**config.mk**
```make
export PLATFORM = sky130hd
export DESIGN_NAME = wb_arbiter_2_masters
export DESIGN_NICKNAME = d
export VERILOG_FILES = /design/src/rtl/wb_arbiter_2_masters_pkg.sv /design/src/rtl/wb_arbiter_2_masters.sv
export SDC_FILE = /design/constraint.sdc
export NUM_CORES = 1
export LEC_CHECK = 0
export ABC_AREA = 0
export CORE_AREA = 10 10 114 116
export DETAILED_ROUTE_END_ITERATION = 8
export DIE_AREA = 0 0 124 126
export PLACE_DENSITY = 0.62
export SYNTH_ARGS = -nofsm -noshare
export SYNTH_HDL_FRONTEND = slang
export SYNTH_SLANG_ARGS = --single-unit
```
**constraint.sdc**
```tcl
create_clock -name clk -period 1.7 [get_ports clk]
set_input_delay 0.255 -clock clk [delete_from_list [all_inputs] [get_ports clk]]
set_output_delay 0.255 -clock clk [all_outputs]
set_load 0.005 [all_outputs]
```
**src/rtl/wb_arbiter_2_masters_pkg.sv**
```systemverilog
// Shared Wishbone bus constants for the two-master arbiter: the grant states
// and the identity of the last master served.
package wb_arbiter_2_masters_pkg;

  typedef enum logic [1:0] {
    StIdle  = 2'd0,
    StGntM0 = 2'd1,
    StGntM1 = 2'd2
  } grant_e;

  typedef enum logic {
    MstM0 = 1'b0,
    MstM1 = 1'b1
  } master_e;

endpackage

```
**src/rtl/wb_arbiter_2_masters.sv**
```systemverilog
// Two-master to one-slave Wishbone classic arbiter. A grant lasts for the whole
// CYC of the winning master; ties in IDLE are broken round-robin.
module wb_arbiter_2_masters
  import wb_arbiter_2_masters_pkg::*;
#(
  parameter int unsigned DATA_WIDTH = 32,
  parameter int unsigned ADDR_WIDTH = 32,
  parameter int unsigned SEL_WIDTH  = DATA_WIDTH / 8
) (
  input  logic                  clk,
  input  logic                  rst,
  // master 0
  input  logic                  i_m0_we,
  input  logic                  i_m0_stb,
  input  logic                  i_m0_cyc,
  input  logic [SEL_WIDTH-1:0]  i_m0_sel,
  input  logic [DATA_WIDTH-1:0] i_m0_dat,
  input  logic [ADDR_WIDTH-1:0] i_m0_adr,
  output logic [DATA_WIDTH-1:0] o_m0_dat,
  output logic                  o_m0_ack,
  output logic                  o_m0_int,
  // master 1
  input  logic                  i_m1_we,
  input  logic                  i_m1_stb,
  input  logic                  i_m1_cyc,
  input  logic [SEL_WIDTH-1:0]  i_m1_sel,
  input  logic [DATA_WIDTH-1:0] i_m1_dat,
  input  logic [ADDR_WIDTH-1:0] i_m1_adr,
  output logic [DATA_WIDTH-1:0] o_m1_dat,
  output logic                  o_m1_ack,
  output logic                  o_m1_int,
  // slave
  output logic                  o_s_we,
  output logic                  o_s_stb,
  output logic                  o_s_cyc,
  output logic [SEL_WIDTH-1:0]  o_s_sel,
  output logic [DATA_WIDTH-1:0] o_s_dat,
  output logic [ADDR_WIDTH-1:0] o_s_adr,
  input  logic [DATA_WIDTH-1:0] i_s_dat,
  input  logic                  i_s_ack,
  input  logic                  i_s_int
);

  grant_e  grant_q, grant_d;
  master_e last_q, last_d;

  always_ff @(posedge clk or negedge rst) begin
    if (!rst) begin
      grant_q <= StIdle;
      last_q  <= MstM1;  // so master 0 wins the first tie
    end else begin
      grant_q <= grant_d;
      last_q  <= last_d;
    end
  end

  always_comb begin
    grant_d = grant_q;
    last_d  = last_q;
    unique case (grant_q)
      StIdle: begin
        if (i_m0_cyc && i_m1_cyc) begin
          grant_d = (last_q == MstM1) ? StGntM0 : StGntM1;
        end else if (i_m0_cyc) begin
          grant_d = StGntM0;
        end else if (i_m1_cyc) begin
          grant_d = StGntM1;
        end
      end
      StGntM0: begin
        if (!i_m0_cyc) begin
          grant_d = StIdle;
          last_d  = MstM0;
        end
      end
      StGntM1: begin
        if (!i_m1_cyc) begin
          grant_d = StIdle;
          last_d  = MstM1;
        end
      end
      default: grant_d = StIdle;
    endcase
  end

  logic gnt_m0, gnt_m1;
  assign gnt_m0 = (grant_q == StGntM0);
  assign gnt_m1 = (grant_q == StGntM1);

  // cyc/stb follow the owner's live cyc so a release is seen by the slave at once
  assign o_s_cyc = (gnt_m0 & i_m0_cyc) | (gnt_m1 & i_m1_cyc);
  assign o_s_stb = (gnt_m0 & i_m0_cyc & i_m0_stb) | (gnt_m1 & i_m1_cyc & i_m1_stb);
  assign o_s_we  = gnt_m0 ? i_m0_we  : (gnt_m1 ? i_m1_we  : 1'b0);
  assign o_s_sel = gnt_m0 ? i_m0_sel : (gnt_m1 ? i_m1_sel : '0);
  assign o_s_dat = gnt_m0 ? i_m0_dat : (gnt_m1 ? i_m1_dat : '0);
  assign o_s_adr = gnt_m0 ? i_m0_adr : (gnt_m1 ? i_m1_adr : '0);

  assign o_m0_ack = i_s_ack & gnt_m0;
  assign o_m1_ack = i_s_ack & gnt_m1;
  assign o_m0_dat = gnt_m0 ? i_s_dat : '0;
  assign o_m1_dat = gnt_m1 ? i_s_dat : '0;

  assign o_m0_int = i_s_int;
  assign o_m1_int = i_s_int;

endmodule

```
== After elaboration in Yosys (flattened, before gate mapping) ==
Cells that the tools add are included.

* Bits in registers: 3
* Word-level logic and storage cells: 40
* Input port bits: 178
* Output and inout bits: 139

* Reductions and logical operators: 5
* Multiplexer cells: 20
* Eq/ne operators: 5
* Bitwise logic cells: 8

{| class="wikitable"
|+ Operator list
! kind !! count
|-
| 2-to-1 mux 32 bit || 6
|-
| 2-to-1 mux 2 bit || 6
|-
| 2-to-1 mux 4 bit || 2
|-
| bitwise AND 1 bit || 6
|-
| one-hot mux 2 bit (3 select lines) || 1
|-
| AND reduction 3 bit || 2
|-
| 2-to-1 mux 1 bit || 4
|-
| inequality test 2 bit (second input constant) || 2
|-
| inequality test 4 bit (second input constant) || 1
|-
| == test 2 x 1 -> 1 bit (second input constant) || 1
|-
| == test 2 bit (second input constant) || 1
|-
| zero test 2 bit || 1
|-
| OR 1 bit || 2
|-
| one-hot mux 1 bit (2 select lines) || 1
|-
| nonzero test 2 bit || 1
|-
| logical AND 1 bit || 1
|}

== Longest topological paths before layout ==
* Depth in word-level cells: 4
* Mapped depth: 4

== Least setup slack after synthesis ==
OpenSTA, ideal clock, no wires.

* Kind: register to output
* Start point: reg grant_q[1]
* End point: out o_s_adr[0]
* Data required time: 1.445 ns
* Arrival: 1.119 ns
* Cell stages (with the launch flop): 5
* Path slack: 0.326 ns
* Path through: dfrtp_1 -> nor2b_1 -> buf_4 -> buf_4 -> a22o_1

* Word-level cells in the longest chain between the ends: 3
* Elaborated cells between the ends (all ways): 4

{| class="wikitable"
|+ RTL lines
! what !! RTL line !! text
|-
| from (decl) || wb_arbiter_2_masters.sv:44 || <nowiki>grant_e grant_q, grant_d;</nowiki>
|-
| from (signal assigned) || wb_arbiter_2_masters.sv:49 || <nowiki>grant_q <= StIdle;</nowiki>
|-
| from (signal assigned) || wb_arbiter_2_masters.sv:52 || <nowiki>grant_q <= grant_d;</nowiki>
|-
| == test 2 bit || wb_arbiter_2_masters.sv:88 || <nowiki>assign gnt_m1 = (grant_q == StGntM1);</nowiki>
|-
| 2-to-1 mux 32 bit || wb_arbiter_2_masters.sv:96 || <nowiki>assign o_s_adr = gnt_m0 ? i_m0_adr : (gnt_m1 ? i_m1_adr : '0);</nowiki>
|-
| 2-to-1 mux 32 bit (*) || wb_arbiter_2_masters.sv:96 ||
|-
| to (decl) || wb_arbiter_2_masters.sv:38 || <nowiki>output logic [ADDR_WIDTH-1:0] o_s_adr,</nowiki>
|}

Every way passes the cells marked *; elsewhere a longest branch is shown, timed or not.

== Worst setup path in the final report ==
* Start point: reg grant_q[1]
* End point: out o_s_sel[1]

* Word-level cells in the longest chain between the ends: 3
* Elaborated cells between the ends (all ways): 4

{| class="wikitable"
|+ RTL lines
! what !! RTL line !! text
|-
| == test 2 bit || wb_arbiter_2_masters.sv:88 ||
|-
| 2-to-1 mux 4 bit || wb_arbiter_2_masters.sv:94 || <nowiki>assign o_s_sel = gnt_m0 ? i_m0_sel : (gnt_m1 ? i_m1_sel : '0);</nowiki>
|-
| 2-to-1 mux 4 bit (*) || wb_arbiter_2_masters.sv:94 ||
|-
| to (decl) || wb_arbiter_2_masters.sv:36 || <nowiki>output logic [SEL_WIDTH-1:0] o_s_sel,</nowiki>
|}

Marks and branches as above.

==> key figures <==
GRT
  – Initial antenna violation count: 0
  – Largest net degree at the start of global routing: 55
  – M2 GR Usage: 28.3%
  – Total GRT Usage: 15.2%
  – GR peak layer: met2
  – Vias in the first global route: 2803
  – Met3 Use GR: 4.69%
  – GRT overflow: 0
  – GRT met1 Usage: 16.8%
  – First-pass GRT wire length: 18600 µm

Clock network
  – Clock-pin slew on the worst setup and hold paths: 0.03 ns
  – CTS Hold Buffers Added: 0
  – Clk sinks: 3
  – CTS Buf Count: 3
  – Clk root buf: clkbuf_8
  – Clock Latency Late Sink: 0.22 ns
  – H-tree depth: 1
  – TritonCTS clock tree: done
  – Clock buffer depth: 2

Synthesis
  – Cell Area, Synth: 1340 µm²
  – Distinct cell type count after synthesis: 16
  – Mapped Nets: 354
  – Synth Instances: 176
  – Synthesized area per cell: 7.61 µm²
  – Ys Warns: 0
  – Seq cells post-synth: 3
  – Sequential element share of the synthesized area: 5.70%

Final layout
  – Fin cells: 679
  – Filler Cell Count: 1047
  – Share of cells above drive strength 1: 43.2%
  – Combined area of the multi-input logic cells: 1180 µm²
  – Final net count: 718
  – Diodes inserted: 0
  – Post-Route Utilization: 46.7%
  – Seq. cell area: 76.3 µm²
  – Layout area overhead: 273%

Min path
  – HP Class: input pin to async pin

Routing
  – First-pass DRT Iterations: 4
  – Number of vias per cell: 4.25
  – DRC violation count after routing: 0
  – Post-DRT Antenna Nets: 0
  – Routed len/inst: 22.1 µm
  – Via Count: 2889
  – Starting DRT DRC Count: 114
  – Final WL: 15000 µm

Power
  – Peak VDD IR: 0.468 mV
  – Leakage: 2.47 nW
  – Clock network fraction of design power: 6.3%
  – Net Switching: 1.16 mW
  – Switch share: 35.3%
  – PwrDens: 658 nW/µm²
  – Part of the power in registers: 3.7%
  – Combinational power share: 90.0%
  – Int Power: 2.13 mW

Timing
  – Clk_skew: 0.00228 ns
  – Slew @ Worst Pin: 0.182 ns
  – Endpoints failing hold: 0
  – Final cycle utilization of the critical path: 113%
  – Setup Viol. Count Final: 123
  – RSZ-0062 raised after global routing: true
  – Tmin final: 1.92 ns
  – Final slew viol count: 0
  – Max-slew headroom: 87.9%
  – Final setup margin: -0.216 ns
  – Fmax: 0.522 GHz
  – Setup_tns: -11.43 ns

Worst setup path
  – R2R setup slack: 0.45 ns
  – Crit path required time: 1.44 ns
  – Worst EP arrival: 1.66 ns
  – Most used cell, CP: buf_6
  – Slowest-stage cell, CP: dfrtp_1
  – Slowest stage delay, CP: 0.39 ns
  – Critical Path Sink Type: primary output
  – Crit path buffers/inverters: 6
  – Reg-to-Reg Start: grant_q[0]
  – Critical path peak fanout: 5
  – WS Path Type: flip-flop to primary output
  – Critical path endpoint: o_s_sel[1]
  – Instance count on the critical path: 8
  – Cell Chain, Critical Path: nor2b_4, buf_12, buf_6, buf_6, buf_6, buf_6, a22o_1, clkbuf_2
  – R2R depth: 5
  – R2r endpoint: grant_q[0]
  – Delay-heaviest family, CP: buffers and inverters
  – Startpoint Class: flip-flop
  – Crit path from: grant_q[1]

Outcome
  – Status: finished, violations left
  – Failing checks: setup timing

Floorplan
  – Die ar.: 15600 µm²
  – Core Region: 10700 µm²
  – Io pins: 317
  – Rows: 38
  – Chip height: 126 µm
  – Die W: 124 µm
  – Initial core utilization: 12.5%

Placed design
  – Dpl cells: 621
  – DP HPWL: 11400 µm
  – Setup WS pre-CTS: -0.187 ns
  – GP Congestion: 0.931
  – Number of buffers added on ports: 313

Run
  – Max-Cap Viols: 0
-- per-stage QoR --
| stage | hold slack, ns | power [mW] | cell area (µm²) |
|---|---|---|---|
| 2_1_floorplan | -0.0406 | 0.983 | 1340 |
| 4_1_cts | 0.218 | 2.87 | 4690 |
| 3_5_place_dp | 0.449 | 2.71 | 4700 |
| 6_report | 0.220 | 3.29 | 5000 |
| 3_3_place_gp | 0.443 | 2.70 | 4700 |
| 5_1_grt | 0.225 | 3.52 | 5000 |
-- power groups by stage --
| stage | sequential (mW) | combinational, mW | clock [mW] |
|---|---|---|---|
| 6_report | 0.121 | 2.96 | 0.207 |
| 5_1_grt | 0.125 | 3.17 | 0.228 |
| 4_1_cts | 0.126 | 2.53 | 0.216 |
| 3_5_place_dp | 0.127 | 2.59 | 0 |
| 3_3_place_gp | 0.125 | 2.57 | 0 |
| 2_1_floorplan | 0.123 | 0.860 | 0 |
-- final cells by class --
type | count | area share [%]
Timing Repair Buffer | 383 | 70.5
Multi-Input combinational cell | 149 | 23.6
Tap cell | 140 | 3.50
Sequential cell | 3 | 1.53
Clock buffer | 4 | 0.901
-- how the worst min path moves through the flow --
stage	end	cells after the start	from
5_1_grt	grant_q[0]	1	rst
3_3_place_gp	grant_q[0]	1	rst
6_report	grant_q[0]	1	rst
3_5_place_dp	grant_q[1]	1	rst
2_1_floorplan	grant_q[0]	0	rst
4_1_cts	grant_q[0]	1	rst
-- cells by family (layout without fill, tap and decap cells) --
| kind of cell | count (synthesis) | after routing | share of synthesized area (%) |
|---|---|---|---|
| DFF | 3 | 3 | 5.70 |
| buffers and inverters | 24 | 387 | 11.8 |
| muxes | 1 | 1 | 0.747 |
| and+or+nand+nor | 74 | 74 | 34.1 |
| AOI/OAI and AO/OA | 74 | 74 | 47.7 |
-- cell usage after synthesis (all sizes together) --
master	count	area, µm²
a22o	70	613
and2	66	413
buf	22	150
nor2b	3	18.8
clkbuf	2	7.51
dfrtp	2	50.1
nand2	2	7.51
nand2b	2	12.5
a21oi	1	5.00
dfstp	1	26.3
mux2i	1	10.0
nand3	1	5.00
o21a	1	7.51
o21bai	1	7.51
o22ai	1	6.26
-- registers in the layout (all words and copies together), names as in the netlist --
name / count
last_q: 1
grant_q: 2
-- cell usage in the layout (no fill, tap or decap), types with 3 or more instances in the layout --
| master | netlist | routed |
|---|---|---|
| buf_4 | 16 | 19 |
| clkbuf_2 | 0 | 21 |
| a22o_1 | 70 | 70 |
| clkdlybuf4s50_1 | 0 | 176 |
| buf_8 | 0 | 8 |
| and2_1 | 66 | 45 |
| buf_6 | 0 | 48 |
| and2_4 | 0 | 21 |
| buf_12 | 0 | 8 |
| clkbuf_8 | 0 | 3 |
| clkbuf_16 | 0 | 8 |
| buf_2 | 6 | 92 |
-- routing by layer --
metal	vias to the layer above	part of all wire, %
li1	1383	-
met1	1322	36
met2	176	52
met3	8	11
met4	0	0.57
met5	-	0
-- what timing repair did --
item	CTS	global route
hold endpoints to repair	0	0
gates cloned	1	12
endpoints found under the setup margin	137	134
pin swaps	6	47
gates resized for setup	159	361
buffers inserted	4	40
Power figures use the tool's default switching activity.
